<file path="src/rtl/alu_ctrl_pkg.sv">
// Shared constants for the ALU control unit and its multiply/divide sequencer:
// ALU operation codes, R-type function codes, main-control alu_op classes and
// the sequencer state encoding.
package alu_ctrl_pkg;

  localparam logic [3:0] ALU_ADD = 4'b0010;
  localparam logic [3:0] ALU_SUB = 4'b0110;
  localparam logic [3:0] ALU_AND = 4'b0000;
  localparam logic [3:0] ALU_OR  = 4'b0001;
  localparam logic [3:0] ALU_NOR = 4'b1100;
  localparam logic [3:0] ALU_SLT = 4'b0111;

  localparam logic [5:0] FN_ADD   = 6'b100000;
  localparam logic [5:0] FN_SUB   = 6'b100010;
  localparam logic [5:0] FN_AND   = 6'b100100;
  localparam logic [5:0] FN_OR    = 6'b100101;
  localparam logic [5:0] FN_NOR   = 6'b100111;
  localparam logic [5:0] FN_SLT   = 6'b101010;
  localparam logic [5:0] FN_MFHI  = 6'b010000;
  localparam logic [5:0] FN_MTHI  = 6'b010001;
  localparam logic [5:0] FN_MFLO  = 6'b010010;
  localparam logic [5:0] FN_MTLO  = 6'b010011;
  localparam logic [5:0] FN_MULT  = 6'b011000;
  localparam logic [5:0] FN_MULTU = 6'b011001;
  localparam logic [5:0] FN_DIV   = 6'b011010;
  localparam logic [5:0] FN_DIVU  = 6'b011011;

  localparam logic [2:0] OP_ADD   = 3'b000;
  localparam logic [2:0] OP_SUB   = 3'b001;
  localparam logic [2:0] OP_RTYPE = 3'b010;
  localparam logic [2:0] OP_OR    = 3'b011;
  localparam logic [2:0] OP_SLT   = 3'b100;
  localparam logic [2:0] OP_AND   = 3'b101;

  typedef enum logic [1:0] {
    ST_IDLE = 2'b00,
    ST_RUN  = 2'b01,
    ST_FIX  = 2'b10
  } md_state_t;

endpackage

</file>
<file path="src/rtl/unidad_de_control_alu_dec.sv">
// Combinational decoder: alu_op/func_field -> 4-bit ALU code, illegal flag and
// HI/LO operation class flags (flags only asserted for alu_op = R-type).
// Ports: alu_op, func_field in; alu_code, illegal, is_mul, is_div, is_signed,
// is_mfhi, is_mflo, is_mthi, is_mtlo out.
module unidad_de_control_alu_dec
  import alu_ctrl_pkg::*;
(
  input  logic [2:0] alu_op,
  input  logic [5:0] func_field,
  output logic [3:0] alu_code,
  output logic       illegal,
  output logic       is_mul,
  output logic       is_div,
  output logic       is_signed,
  output logic       is_mfhi,
  output logic       is_mflo,
  output logic       is_mthi,
  output logic       is_mtlo
);

  always_comb begin
    alu_code  = ALU_AND;
    illegal   = 1'b0;
    is_mul    = 1'b0;
    is_div    = 1'b0;
    is_signed = 1'b0;
    is_mfhi   = 1'b0;
    is_mflo   = 1'b0;
    is_mthi   = 1'b0;
    is_mtlo   = 1'b0;
    case (alu_op)
      OP_ADD: alu_code = ALU_ADD;
      OP_SUB: alu_code = ALU_SUB;
      OP_SLT: alu_code = ALU_SLT;
      OP_AND: alu_code = ALU_AND;
      OP_OR:  alu_code = ALU_OR;
      OP_RTYPE: begin
        case (func_field)
          FN_ADD:   alu_code = ALU_ADD;
          FN_SUB:   alu_code = ALU_SUB;
          FN_AND:   alu_code = ALU_AND;
          FN_OR:    alu_code = ALU_OR;
          FN_NOR:   alu_code = ALU_NOR;
          FN_SLT:   alu_code = ALU_SLT;
          FN_MFHI:  is_mfhi = 1'b1;
          FN_MTHI:  is_mthi = 1'b1;
          FN_MFLO:  is_mflo = 1'b1;
          FN_MTLO:  is_mtlo = 1'b1;
          FN_MULT:  begin is_mul = 1'b1; is_signed = 1'b1; end
          FN_MULTU: is_mul = 1'b1;
          FN_DIV:   begin is_div = 1'b1; is_signed = 1'b1; end
          FN_DIVU:  is_div = 1'b1;
          default:  illegal = 1'b1;
        endcase
      end
      default: alu_code = ALU_AND;
    endcase
  end

endmodule

</file>
<file path="src/rtl/unidad_de_control_alu_md.sv">
// ALU control unit with iterative multiply/divide sequencer and HI/LO registers.
// Ports: clk, rst_n; alu_op, func_field, instr_valid, operand_a, operand_b in;
// alu_code, illegal (decode), md_result, md_result_sel (MFHI/MFLO writeback),
// busy (sequencer running), stall (HI/LO op waiting on busy sequencer) out.
// The sequencer works on magnitudes and fixes signs in a final FIX cycle.
module unidad_de_control_alu_md
  import alu_ctrl_pkg::*;
#(
  parameter int WIDTH = 32
) (
  input  logic             clk,
  input  logic             rst_n,
  input  logic [2:0]       alu_op,
  input  logic [5:0]       func_field,
  input  logic             instr_valid,
  input  logic [WIDTH-1:0] operand_a,
  input  logic [WIDTH-1:0] operand_b,
  output logic [3:0]       alu_code,
  output logic             illegal,
  output logic [WIDTH-1:0] md_result,
  output logic             md_result_sel,
  output logic             busy,
  output logic             stall
);

  localparam int CW = $clog2(WIDTH) + 1;
  localparam logic [WIDTH-1:0]   ONE_W  = {{(WIDTH-1){1'b0}}, 1'b1};
  localparam logic [2*WIDTH-1:0] ONE_2W = {{(2*WIDTH-1){1'b0}}, 1'b1};

  logic is_mul, is_div, is_signed, is_mfhi, is_mflo, is_mthi, is_mtlo;

  unidad_de_control_alu_dec u_dec (
    .alu_op     (alu_op),
    .func_field (func_field),
    .alu_code   (alu_code),
    .illegal    (illegal),
    .is_mul     (is_mul),
    .is_div     (is_div),
    .is_signed  (is_signed),
    .is_mfhi    (is_mfhi),
    .is_mflo    (is_mflo),
    .is_mthi    (is_mthi),
    .is_mtlo    (is_mtlo)
  );

  md_state_t        state;
  logic [CW-1:0]    cnt;
  logic [WIDTH-1:0] hi_reg, lo_reg;
  // acc_hi: product upper half / remainder; acc_lo: multiplier / dividend->quotient
  logic [WIDTH-1:0] acc_hi, acc_lo, operand_r;
  logic             op_div, neg_res, rem_neg;

  logic md_op, accept, start;
  assign md_op  = instr_valid & (is_mul | is_div | is_mfhi | is_mflo | is_mthi | is_mtlo);
  assign busy   = (state != ST_IDLE);
  assign stall  = md_op & busy;
  assign accept = md_op & ~busy;
  assign start  = accept & (is_mul | is_div);

  logic             sign_a, sign_b, div_zero;
  logic [WIDTH-1:0] mag_a, mag_b;
  assign sign_a   = is_signed & operand_a[WIDTH-1];
  assign sign_b   = is_signed & operand_b[WIDTH-1];
  assign div_zero = is_div & (operand_b == '0);
  // Divide-by-zero keeps the raw dividend so the remainder comes out as operand_a.
  assign mag_a    = (sign_a & ~div_zero) ? (~operand_a + ONE_W) : operand_a;
  assign mag_b    = sign_b ? (~operand_b + ONE_W) : operand_b;

  logic [WIDTH:0]     mul_sum, div_shift, div_trial;
  logic               div_ok;
  logic [2*WIDTH-1:0] prod, prod_neg;
  assign mul_sum   = {1'b0, acc_hi} + (acc_lo[0] ? {1'b0, operand_r} : '0);
  assign div_shift = {acc_hi, acc_lo[WIDTH-1]};
  assign div_trial = div_shift - {1'b0, operand_r};
  assign div_ok    = ~div_trial[WIDTH];
  assign prod      = {acc_hi, acc_lo};
  assign prod_neg  = ~prod + ONE_2W;

  always_ff @(posedge clk or negedge rst_n) begin
    if (!rst_n) begin
      state     <= ST_IDLE;
      cnt       <= '0;
      hi_reg    <= '0;
      lo_reg    <= '0;
      acc_hi    <= '0;
      acc_lo    <= '0;
      operand_r <= '0;
      op_div    <= 1'b0;
      neg_res   <= 1'b0;
      rem_neg   <= 1'b0;
    end else begin
      case (state)
        ST_IDLE: begin
          if (accept & is_mthi) hi_reg <= operand_a;
          if (accept & is_mtlo) lo_reg <= operand_a;
          if (start) begin
            state     <= ST_RUN;
            cnt       <= '0;
            acc_hi    <= '0;
            acc_lo    <= is_div ? mag_a : mag_b;
            operand_r <= is_div ? mag_b : mag_a;
            op_div    <= is_div;
            neg_res   <= (sign_a ^ sign_b) & ~div_zero;
            rem_neg   <= is_div & sign_a & ~div_zero;
          end
        end
        ST_RUN: begin
          if (op_div) begin
            acc_hi <= div_ok ? div_trial[WIDTH-1:0] : div_shift[WIDTH-1:0];
            acc_lo <= {acc_lo[WIDTH-2:0], div_ok};
          end else begin
            {acc_hi, acc_lo} <= {mul_sum, acc_lo[WIDTH-1:1]};
          end
          cnt <= cnt + CW'(1);
          if (cnt == CW'(WIDTH - 1)) state <= ST_FIX;
        end
        ST_FIX: begin
          if (op_div) begin
            lo_reg <= neg_res ? (~acc_lo + ONE_W) : acc_lo;
            hi_reg <= rem_neg ? (~acc_hi + ONE_W) : acc_hi;
          end else begin
            {hi_reg, lo_reg} <= neg_res ? prod_neg : prod;
          end
          state <= ST_IDLE;
        end
        default: state <= ST_IDLE;
      endcase
    end
  end

  always_comb begin
    md_result     = '0;
    md_result_sel = 1'b0;
    if (instr_valid & ~busy & (is_mfhi | is_mflo)) begin
      md_result_sel = 1'b1;
      md_result     = is_mfhi ? hi_reg : lo_reg;
    end
  end

endmodule

</file>
<file path="config.mk">
export PLATFORM = sky130hd
export DESIGN_NAME = unidad_de_control_alu_md
export DESIGN_NICKNAME = d
export VERILOG_FILES = /design/src/rtl/alu_ctrl_pkg.sv /design/src/rtl/unidad_de_control_alu_dec.sv /design/src/rtl/unidad_de_control_alu_md.sv
export SDC_FILE = /design/constraint.sdc
export NUM_CORES = 1
export LEC_CHECK = 0
export ABC_AREA = 1
export BUFFER_PORTS_ARGS = -buffer_cell sky130_fd_sc_hd__clkbuf_2
export CORE_MARGIN = 8
export CORE_UTILIZATION = 35
export CTS_BUF_LIST = sky130_fd_sc_hd__clkbuf_8
export DETAILED_ROUTE_END_ITERATION = 8
export PLACE_DENSITY = 0.56
export SLEW_MARGIN = 20
export SYNTH_ARGS = -nofsm -noshare
export SYNTH_HDL_FRONTEND = slang
export SYNTH_SLANG_ARGS = --single-unit
</file>
<file path="constraint.sdc">
create_clock -name clk -period 6.3 [get_ports clk]
set_clock_uncertainty 0.1 [all_clocks]
set_input_delay 0.315 -clock clk [delete_from_list [all_inputs] [get_ports clk]]
set_output_delay 0.315 -clock clk [all_outputs]
set_load 0.02 [all_outputs]
</file>
* Word level (Yosys, flattened, before mapping)
Cells that the tools add are included.
** Cells by class
- Add/subtract/negate cells :: 8
- $mul :: 0
- Divide/modulo/power cells :: 0
- Magnitude comparators :: 0
- Equal/unequal tests :: 25
- Shift operators :: 0
- Mux-type cells :: 47
- Bitwise logic cells :: 30
- Reductions and logical operators :: 15
** Operators with widths (number)
- 2-to-1 mux 32 bit :: 18
- case mux 32 bit (2 select lines) :: 4
- adder 32 x 1 -> 32 bit (second input constant) :: 4
- inverter 32 bit :: 4
- adder 64 x 1 -> 64 bit (second input constant) :: 1
- 2-to-1 mux 64 bit :: 1
- inverter 64 bit :: 1
- == test 6 x 5 -> 1 bit (second input constant) :: 9
- case mux 4 bit (5 select lines) :: 2
- == test 6 bit (second input constant) :: 6
- adder 32 x 32 -> 33 bit :: 1
- subtractor 33 x 32 -> 33 bit :: 1
- logical NOT 32 bit :: 1
- 2-to-1 mux 1 bit :: 17
- AND 1 bit :: 15
- OR reduction 14 bit :: 1
- case mux 6 bit (2 select lines) :: 1
- AND reduction 2 bit :: 5
- != test 2 bit (second input constant) :: 4
- adder 6 x 1 -> 6 bit (second input constant) :: 1
- == test 3 x 2 -> 1 bit (second input constant) :: 2
- 2-to-1 mux 6 bit :: 1
- OR 1 bit :: 6
- nonzero test 2 bit :: 3
- 11 further kinds :: 16
** Word-level totals
- Register bits :: 171
- Bits in latches :: 0
- RAM bits :: 0
- Bits in read-only memories :: 0
- Bits of input ports :: 76
- Output and inout port bits :: 40
- Memories kept :: 0

* Longest topological paths before layout
Gate-level depths: netlist of the first run.
- Depth in word-level cells :: 14
- Mapped depth :: 20

* Hierarchy
A second synthesis of the first run with hierarchy kept.
** Unflattened totals
- Cells, all modules :: 3366
- Area total of the unflattened synthesis :: 19581.3 µm²
** By module, submodules not included
- unidad_de_control_alu_md :: instances 1, cells each 3303, area an instance 19271.0 µm², seq. area each 4279.1 µm²
- unidad_de_control_alu_dec :: instances 1, cells each 63, area an instance 310.3 µm², seq. area each 0.0 µm²

* Worst setup path after synthesis of the first run
OpenSTA, ideal clock, no wires.
- Path kind :: register to register
- From :: register acc_lo[0]
- To :: register acc_hi[29]
- Library setup time :: 0.117 ns
- Data arrival time :: 2.468 ns
- Data required time :: 6.083 ns
- Setup slack :: 3.615 ns
- Cell stages (with the launch flop) :: 20
- Path buffers :: 2
- Period minus slack after synthesis :: 2.685 ns
- Cell sequence :: dfrtp_1 buf_2 clkbuf_1 nand2_1 inv_1 ha_1 inv_1 fa_1 o21ai_1 nand2_1 nand2_1 nand2_1 nand2_1 nand2_1 nand3_1 nand3_1 nand2_1 inv_1 nand2_1 nand2_1
** On the way
- Cells in the longest elaborated chain, start to end :: 4
** Ends and longest elaborated chain
- from (decl) :: RTL line unidad_de_control_alu_md.sv:50 : logic [WIDTH-1:0] acc_hi, acc_lo, operand_r;
- from (signal assigned) :: RTL line unidad_de_control_alu_md.sv:100 : acc_lo <= is_div ? mag_a : mag_b;
- from (signal assigned) :: RTL line unidad_de_control_alu_md.sv:110 : acc_lo <= {acc_lo[WIDTH-2:0], div_ok};
- from (signal assigned) :: RTL line unidad_de_control_alu_md.sv:112 : {acc_hi, acc_lo} <= {mul_sum, acc_lo[WIDTH-1:1]};
- 2-to-1 mux 32 bit :: RTL line unidad_de_control_alu_md.sv:72 : assign mul_sum = {1'b0, acc_hi} + (acc_lo[0] ? {1'b0, operand_r} : '0);
- adder 32 x 32 -> 33 bit :: RTL line unidad_de_control_alu_md.sv:72
- 2-to-1 mux 32 bit :: RTL line unidad_de_control_alu_md.sv:108 : if (op_div) begin
- case mux 32 bit (2 select lines) :: RTL line unidad_de_control_alu_md.sv:92 : case (state)
- to (signal assigned) :: RTL line unidad_de_control_alu_md.sv:109 : acc_hi <= div_ok ? div_trial[WIDTH-1:0] : div_shift[WIDTH-1:0];
- to (signal assigned) :: RTL line unidad_de_control_alu_md.sv:112
- to (decl) :: RTL line unidad_de_control_alu_md.sv:50
No other way between the ends.
A chain may end at the register's enable or synchronous reset.

* Worst setup path in the final report of the first run
Same ends and word-level chain as after synthesis.

==> reports/summary.txt, run 1 <==
Post-synth cell types -> 56
PostCTS Resize Cnt -> 0
Row count -> 87
Post-synth EDFFs -> 0
Gr ovfl total -> 0
Leading area contributor after synthesis -> dfrtp_1
CTS Root Buffer Type -> clkbuf_8
CTS clk-pin slew, worst paths -> 100 ps
Critical Path RT -> 6620 ps
Layout cells sized above 1 -> 8.839%
Status -> completed
FF+latch count, synth -> 171
ANT nets after route -> 0
Post-Syn Nets -> 3587
Mean post-synth cell area -> 5.721 um^2
Via count -> 22750
Worst vdd ir -> 0.0001658 V
First-pass GRT wire length -> 132.0 mm
Non-filler cells, final -> 4253
Max-cap violations -> 0
Max Clk Rate -> 282.2 MHz
P&R area growth vs syn -> 8.010%
Clock buffer depth -> 2
Die W -> 253.1 um
Post-DP HPWL -> 71.02 mm
Crit Path Max Fanout -> 35
Gpl congestion -> 1.042
Startpoint type of the worst setup path -> flop
TritonCTS Buffers -> 17
Die Area -> 64070 um^2
Buffers on Ports -> 115
Chip height -> 253.1 um
Worst-skew pair later-pin latency -> 540 ps
Cell Pwr Density -> 349.7 nW/um^2
Top_reg_cell synth -> dfrtp_1
Mapped Cells -> 3440
Sequential share of power -> 29.6%
Hold Vio Cnt, Final -> 0
Leakage -> 0.01141 uW
Slew @ Worst Pin -> 1098 ps
RSZ-0062 raised after global routing -> no
CTS H-tree lvls -> 4
Post-layout min period -> 3544 ps
Post-CTS Setup Repair Bufs -> 0
Final Net Count -> 3630
Total negative setup slack -> 0 ps
CTS tree -> yes
IO Pins -> 116
Hold buffers post-CTS -> 1
Post-Syn Area -> 19680 um^2
Vias per inst -> 5.349
Rel. slew slack -> 26.80%
Largest net degree at the start of global routing -> 88
# clock sinks -> 171
Hold_ws -> 91.10 ps
Pre-antenna DRT Iters -> 9
Starting Density -> 35.17%
Worst min path class -> input pin to flop
Post-Place Cells -> 4219
Vias in the first global route -> 21350
Total wire length -> 87.52 mm
Clock power share -> 11.6%
Arr. time, crit path -> 3870 ps
Drt wl/cell -> 20.58 um
Util after Layout -> 37.99%
Top post-synthesis cells by area -> dfrtp_1 (22%), nand2_1 (22%), inv_1 (8.6%), nand3_1 (8.4%), nor2_1 (8.4%)
PnR Total Power -> 7432 uW
GR Util All Layers -> 26.91%
Switching power -> 4179 uW
Filler Cells Inserted -> 6427
Final setup fails -> 0
Crit. End Element -> flop
CORE AREA -> 55950 um^2
Critical path class -> flop to flop
Final slew viol count -> 0
Ys Warns -> 0
Logic gate share of total power -> 58.8%
Synth async-reset ratio -> 100.0%
Net Sw Frac -> 56.23%
Cell Int Power -> 3253 uW
Part of the cycle the worst path needs -> 56.25%
Post-synth top area share -> 21.74%
Drt drc -> 0
Sequential fraction of the synthesis area -> 21.74%
Initial antenna violation count -> 1
Initial DRC count -> 2756
==> critical path: stages, from the launching register on <==
cell and delay, ps:
dfrtp_1 1080, nand2_1 130, inv_1 100, ha_1 210, inv_1 70, fa_1 440
o21ai_1 390, nand2_1 90, nand2_1 140, nand2_1 70, nand2_1 170, nand2_1 90
nand3_1 80, nand3_1 70, nand2_1 90, inv_1 40, nand2_1 50, nand2_1 40
==> kinds of logic (layout without fill, tap and decap cells) <==
kind of cell	count (synthesis)	count (layout)	share of synthesized area (%)
fa+ha+maj	71	71	4.590
compound gates	468	468	13.33
flops	171	171	21.74
simple gates	2089	2089	45.88
mux	1	1	0.05722
buf+inv	580	636	11.73
xor+xnor	60	60	2.670
other cells	0	1	0
==> power groups by stage <==
stage	registers (uW)	clock network, uW	logic (uW)
after floorplan	1820	0	3240
after global placement	2200	0	4280
after detailed placement	2200	0	4270
after CTS	2170	878	4300
after global routing	2230	909	4920
final	2200	859	4370
==> per-layer routing <==
metal,track usage [%],routed length (um),vias up
met4,9.862,3356,0
met5,0,0,-
met2,40.79,37610,997
li1,-,-,11070
met1,38.58,39880,10540
met3,3.520,6671,134
==> synthesized netlist by cell type, types with 15 or more instances <==
cell type,n
nor2_1,440
nor3_1,26
nand2_4,16
xor2_1,48
o21ai_0,133
o211ai_1,22
ha_1,69
or2_2,21
nand3_1,330
nand4_1,37
buf_2,33
nand3_2,40
clkbuf_1,53
nand2_1,1128
a21oi_1,229
o221ai_1,15
nor2_2,15
a31oi_1,15
inv_1,450
dfrtp_1,171
==> path summary, 6_finish.rpt <==
path / startpoint / end / slack (ps) / depth (start not counted)
max: acc_lo[0] / acc_hi[29] / 2760 / 17
min: operand_b[15] / operand_r[15] / 90 / 3
max reg2reg: acc_lo[0] / acc_hi[29] / 2760 / 17
min reg2reg: lo_reg[20] / lo_reg[20] / 400 / 2
max in group asynchronous: rst_n / acc_hi[23] / 4560 / 3
min in group asynchronous: rst_n / cnt[3] / 290 / 2
==> cells in the final DEF (no fill, tap or decap), types with 16 or more instances in the layout <==
master    count
ha_1         69
nand3_2      40
o21ai_0     133
o211ai_1     22
xor2_1       48
or2_2        21
nand2_1    1127
clkbuf_8     18
nor3_1       26
nand3_1     330
dfrtp_1     170
nand4_1      37
nand2_4      16
clkbuf_2    114
buf_4        20
nor2_1      438
inv_1       450
a21oi_1     229
==> metrics by stage <==
step | setup slack, ps | instance area [um^2]
2_1_floorplan | 3615 | 19680
3_3_place_gp | 2905 | 20830
3_5_place_dp | 2851 | 20830
4_1_cts | 2824 | 21250
5_1_grt | 2444 | 21260
6_report | 2756 | 21260
==> final cells by class <==
cell class	count	area [um^2]	area share (%)
Multi-Input combinational cell	2689	13120	61.70
Sequential cell	171	4280	20.14
Inverter	468	1758	8.270
Tap cell	756	945.9	4.450
Timing Repair Buffer	136	742.0	3.491
Clock buffer	18	247.7	1.165
Clock inverter	14	165.2	0.7770
Antenna cell	1	2.502	0.01177
Note: power is estimated with default switching activity, not from simulation.
==> inputs of run 2 (changes only) <==
--- a/config.mk
+++ b/config.mk
@@ -5,13 +5,13 @@
 export SDC_FILE = /design/constraint.sdc
 export NUM_CORES = 1
 export LEC_CHECK = 0
-export ABC_AREA = 1
+export ABC_AREA = 0
 export BUFFER_PORTS_ARGS = -buffer_cell sky130_fd_sc_hd__clkbuf_2
 export CORE_MARGIN = 8
 export CORE_UTILIZATION = 35
 export CTS_BUF_LIST = sky130_fd_sc_hd__clkbuf_8
 export DETAILED_ROUTE_END_ITERATION = 8
-export PLACE_DENSITY = 0.56
+export PLACE_DENSITY = 0.58
 export SLEW_MARGIN = 20
 export SYNTH_ARGS = -nofsm -noshare
 export SYNTH_HDL_FRONTEND = slang
==> constraint.sdc (replaced) <==
create_clock -name clk -period 2.9 [get_ports clk]
set_clock_uncertainty 0.1 [all_clocks]
set_input_delay 0.145 -clock clk [delete_from_list [all_inputs] [get_ports clk]]
set_output_delay 0.145 -clock clk [all_outputs]
set_load 0.02 [all_outputs]
==> reports/summary.txt, run 2 <==
Status -> finished with violations
Failing checks -> negative setup slack
CTS Root Buffer Type -> clkbuf_8
RSZ-0062 raised after global routing -> yes
Mean post-synth cell area -> 7.672 um^2 (+34%)
Initial antenna violation count -> 0 (-1)
Crit Path Max Fanout -> 5 (-86%)
Ys Warns -> 0 (unchanged)
Switching power -> 7805 uW (+87%)
Worst vdd ir -> 0.0004194 V (+150%)
Sequential fraction of the synthesis area -> 27.57% (+5.8 points)
Number of diodes -> 0 (-1)
Most frequent cells in the layout -> buf_4 (413), nand2_1 (254), a21oi_1 (173)
Die Area -> 51340 um^2 (-20%)
Post-Syn Area -> 15520 um^2 (-21%)
Drt drc -> 0 (unchanged)
CP endpoint -> hi_reg[27]
Post-synth cell types -> 70 (+25%)
Reg2reg start -> acc_lo[12]
Hold_ws -> 27.37 ps (-63.73 ps)
Worst min path class -> input pin to flop
Die W -> 226.6 um (-10%)
Setup WS post-layout -> -551.7 ps (-3308 ps)
FF+latch count, synth -> 171 (unchanged)
CTS H-tree lvls -> 4 (unchanged)
Starting Density -> 35.25% (+0.079 points)
Cell area after placement -> 19840 um^2 (-4.8%)
Layout cells sized above 1 -> 31.06% (+22 points)
Vias per inst -> 5.607 (+4.8%)
Top post-synthesis cells by area -> dfrtp_1 (28%), o21ai_0 (6.6%), xnor2_1 (6.5%), nand2_1 (6.3%), a21oi_1 (6.3%)
IO Pins -> 116 (unchanged)
Most frequent cell after synthesis -> nand2_1
Met1 Use GR -> 34.87% (-3.7 points)
Worst r2r dst -> hi_reg[27]
ANT nets after route -> 0 (unchanged)
Final setup fails -> 65 (+65)
Hold Vio Cnt, Final -> 0 (unchanged)
Part of the cycle the worst path needs -> 119.0% (+63 points)
Startpoint type of the worst setup path -> flop
Sequential share of power -> 20.6% (-9.0 points)
Worst path slowest cell -> or4_4
# clock sinks -> 171 (unchanged)
Post-synth top area share -> 27.57% (+5.8 points)
Filler Cells Inserted -> 4211 (-34%)
P&R area growth vs syn -> 41.43%
Worst-skew pair later-pin latency -> 520 ps (-20 ps)
Slowest stage delay, CP -> 550 ps (-530 ps)
Critical Path RT -> 3240 ps (-3380 ps)
CTS clk-pin slew, worst paths -> 100 ps (about the same)
Via count -> 17440 (-23%)
Most used routing layer -> met2
Slew @ Worst Pin -> 699.0 ps (-399.0 ps)
Net Sw Frac -> 43.55% (-13 points)
CP cell instances -> or4_4 > or3_4 > or4_4 > o311ai_4 > nand2_2 > or4_4 > o41ai_4 > xnor2_1 > nand2_1 > o21ai_1
Commonest cells post-synth -> nand2_1 (259), o21ai_0 (206), a21oi_1 (194)
Multi-input gate area -> 11550 um^2 (-12%)
Logic gate share of total power -> 67.5% (+8.7 points)
Initial DRC count -> 1502 (-46%)
Grt met3 use -> 2.625% (-0.89 points)
Final slew viol count -> 0 (unchanged)
Gpl congestion -> 0.9810 (-5.9%)
Most common cell after layout, fill and taps aside -> buf_4
Mapped Cells -> 2023 (-41%)
Drt wl/cell -> 20.76 um (+0.88%)
GR Util All Layers -> 24.34% (-2.6 points)
Met2 usage -> 38.28% (-2.5 points)
Critical path class -> flop to flop
Worst setup startpoint -> acc_lo[12]
Worst R2R Setup Slack -> -550 ps (-3310 ps)
Final Cell Area -> 21950 um^2 (+3.3%)
Largest net degree at the start of global routing -> 63 (-28%)
Pre-antenna DRT Iters -> 6 (-3)
Min-delay src -> operand_b[0]
Post-layout min period -> 3452 ps (-91.86 ps)
Synth async-reset ratio -> 100.0% (unchanged)
CORE AREA -> 44030 um^2 (-21%)
Clock power share -> 11.9% (+0.3 points)
Cell Pwr Density -> 816.4 nW/um^2 (+130%)
Gr ovfl total -> 0 (unchanged)
Arr. time, crit path -> 3790 ps (-80 ps)
Final Net Count -> 2652 (-27%)
Post-synth EDFFs -> 0 (unchanged)
Max-cap violations -> 0 (unchanged)
CTS tree -> yes
Post-DP HPWL -> 49.99 mm (-30%)
Buffers on Ports -> 115 (unchanged)
Total wire length -> 64.56 mm (-26%)
Util after Layout -> 49.86% (+12 points)
FF-to-FF path depth -> 10 (-7)
Top_reg_cell synth -> dfrtp_1
First-pass GRT wire length -> 97.48 mm (-26%)
Chip height -> 226.6 um (-10%)
Post-Syn Nets -> 2170 (-40%)
Clock buffer depth -> 2 (unchanged)
Leakage -> 0.009621 uW (-16%)
Max Clk Rate -> 289.7 MHz (+2.7%)
FF/Latch Area -> 4285 um^2 (+0.12%)
Worst path most repeated cell -> or4_4
Leading area contributor after synthesis -> dfrtp_1
Crit. End Element -> flop
TritonCTS Buffers -> 17 (unchanged)
Rel. slew slack -> 53.07% (+26 points)
Row count -> 77 (-11%)
Cell Int Power -> 10120 uW (+210%)
Vias in the first global route -> 16690 (-22%)
==> run 2: changes by cell type after synthesis, moves of 29 or more <==
cell	previous run	this run
nand2_1	1128	259
a21oi_1	229	194
a21o_1	6	48
mux2i_1	0	94
a22oi_1	6	40
o21ai_0	133	206
inv_1	450	57
nor2_1	440	141
buf_2	33	3
clkbuf_1	53	123
nand3_2	40	0
nand3_1	330	50
nand4_1	37	8
xnor2_1	12	115
==> run 2: power by group through the flow <==
stage                     clock [uW]  sequential, uW  combinational (uW)
after detailed placement           0            3720               10300
after global placement             0            3710               10100
after CTS                       2160            3670               11300
after global routing            2240            3780               13000
final                           2130            3700               12100
after floorplan                    0            3780                5600
==> run 2: critical path: cells and delay by family (launching register included) <==
family	cells	cell delay, ps
DFF	1	390
xor gates and xnor gates	1	160
AOI/OAI and AO/OA	3	660
and+or+nand+nor	6	2070
==> run 2: metal layers <==
| metal | wire [um] | vias up |
|---|---|---|
| met5 | 0 | - |
| met4 | 1476 | 0 |
| met3 | 4180 | 89 |
| met2 | 29070 | 628 |
| met1 | 29840 | 8478 |
| li1 | - | 8243 |
==> run 2: final cells by class <==
class	instances	share of cell area, %
multi-input combinational	1657	52.64
timing repair buffer	600	21.23
sequential	171	19.52
tap	592	3.374
clock buffer	22	1.379
inverter	58	1.015
clock inverter	10	0.8492
==> run 2: metrics by stage <==
step	instances	setup WS, ps	power, uW	setup TNS [ps]
global placement	3003	-539.9	13840	-37080
floorplan	2023	-494.5	9382	-4724
global route	3110	-662.9	18990	-19990
finish	3110	-551.7	17920	-12910
detailed placement	3003	-522.5	13990	-44290
CTS	3096	-525.6	17090	-13210
==> run 2: how the worst min path moves through the flow <==
stage	end	slack, ps	depth (start not counted)
final	operand_r[0]	30	4
after global routing	operand_r[0]	40	4
after CTS	acc_lo[25]	4	5
after detailed placement	lo_reg[3]	50	1
after global placement	hi_reg[7]	50	1
after floorplan	acc_hi[0]	-250	0
==> run 2: cells by family (layout without fill, tap and decap cells) <==
kind of cell	count (synthesis)	count (layout)	synth area share (%)
flip-flops	171	171	27.57
AND/OR/NAND/NOR	634	634	18.92
XOR/XNOR	176	176	9.931
multiplexers	96	96	6.207
buffers and inverters	195	690	4.788
adder cells (fa/ha/maj)	71	71	5.820
AO/OA/AOI/OAI	680	680	26.76
==> run 2: repair_timing <==
item / in CTS / in global routing
endpoints found under the setup margin: 70 / 136
cloned: 4 / 0
hold buffers: 34 / 0
pin swaps: 66 / 63
buffers inserted: 24 / 16
hold endpoints to repair: 191 / 0
resized for setup: 112 / 98
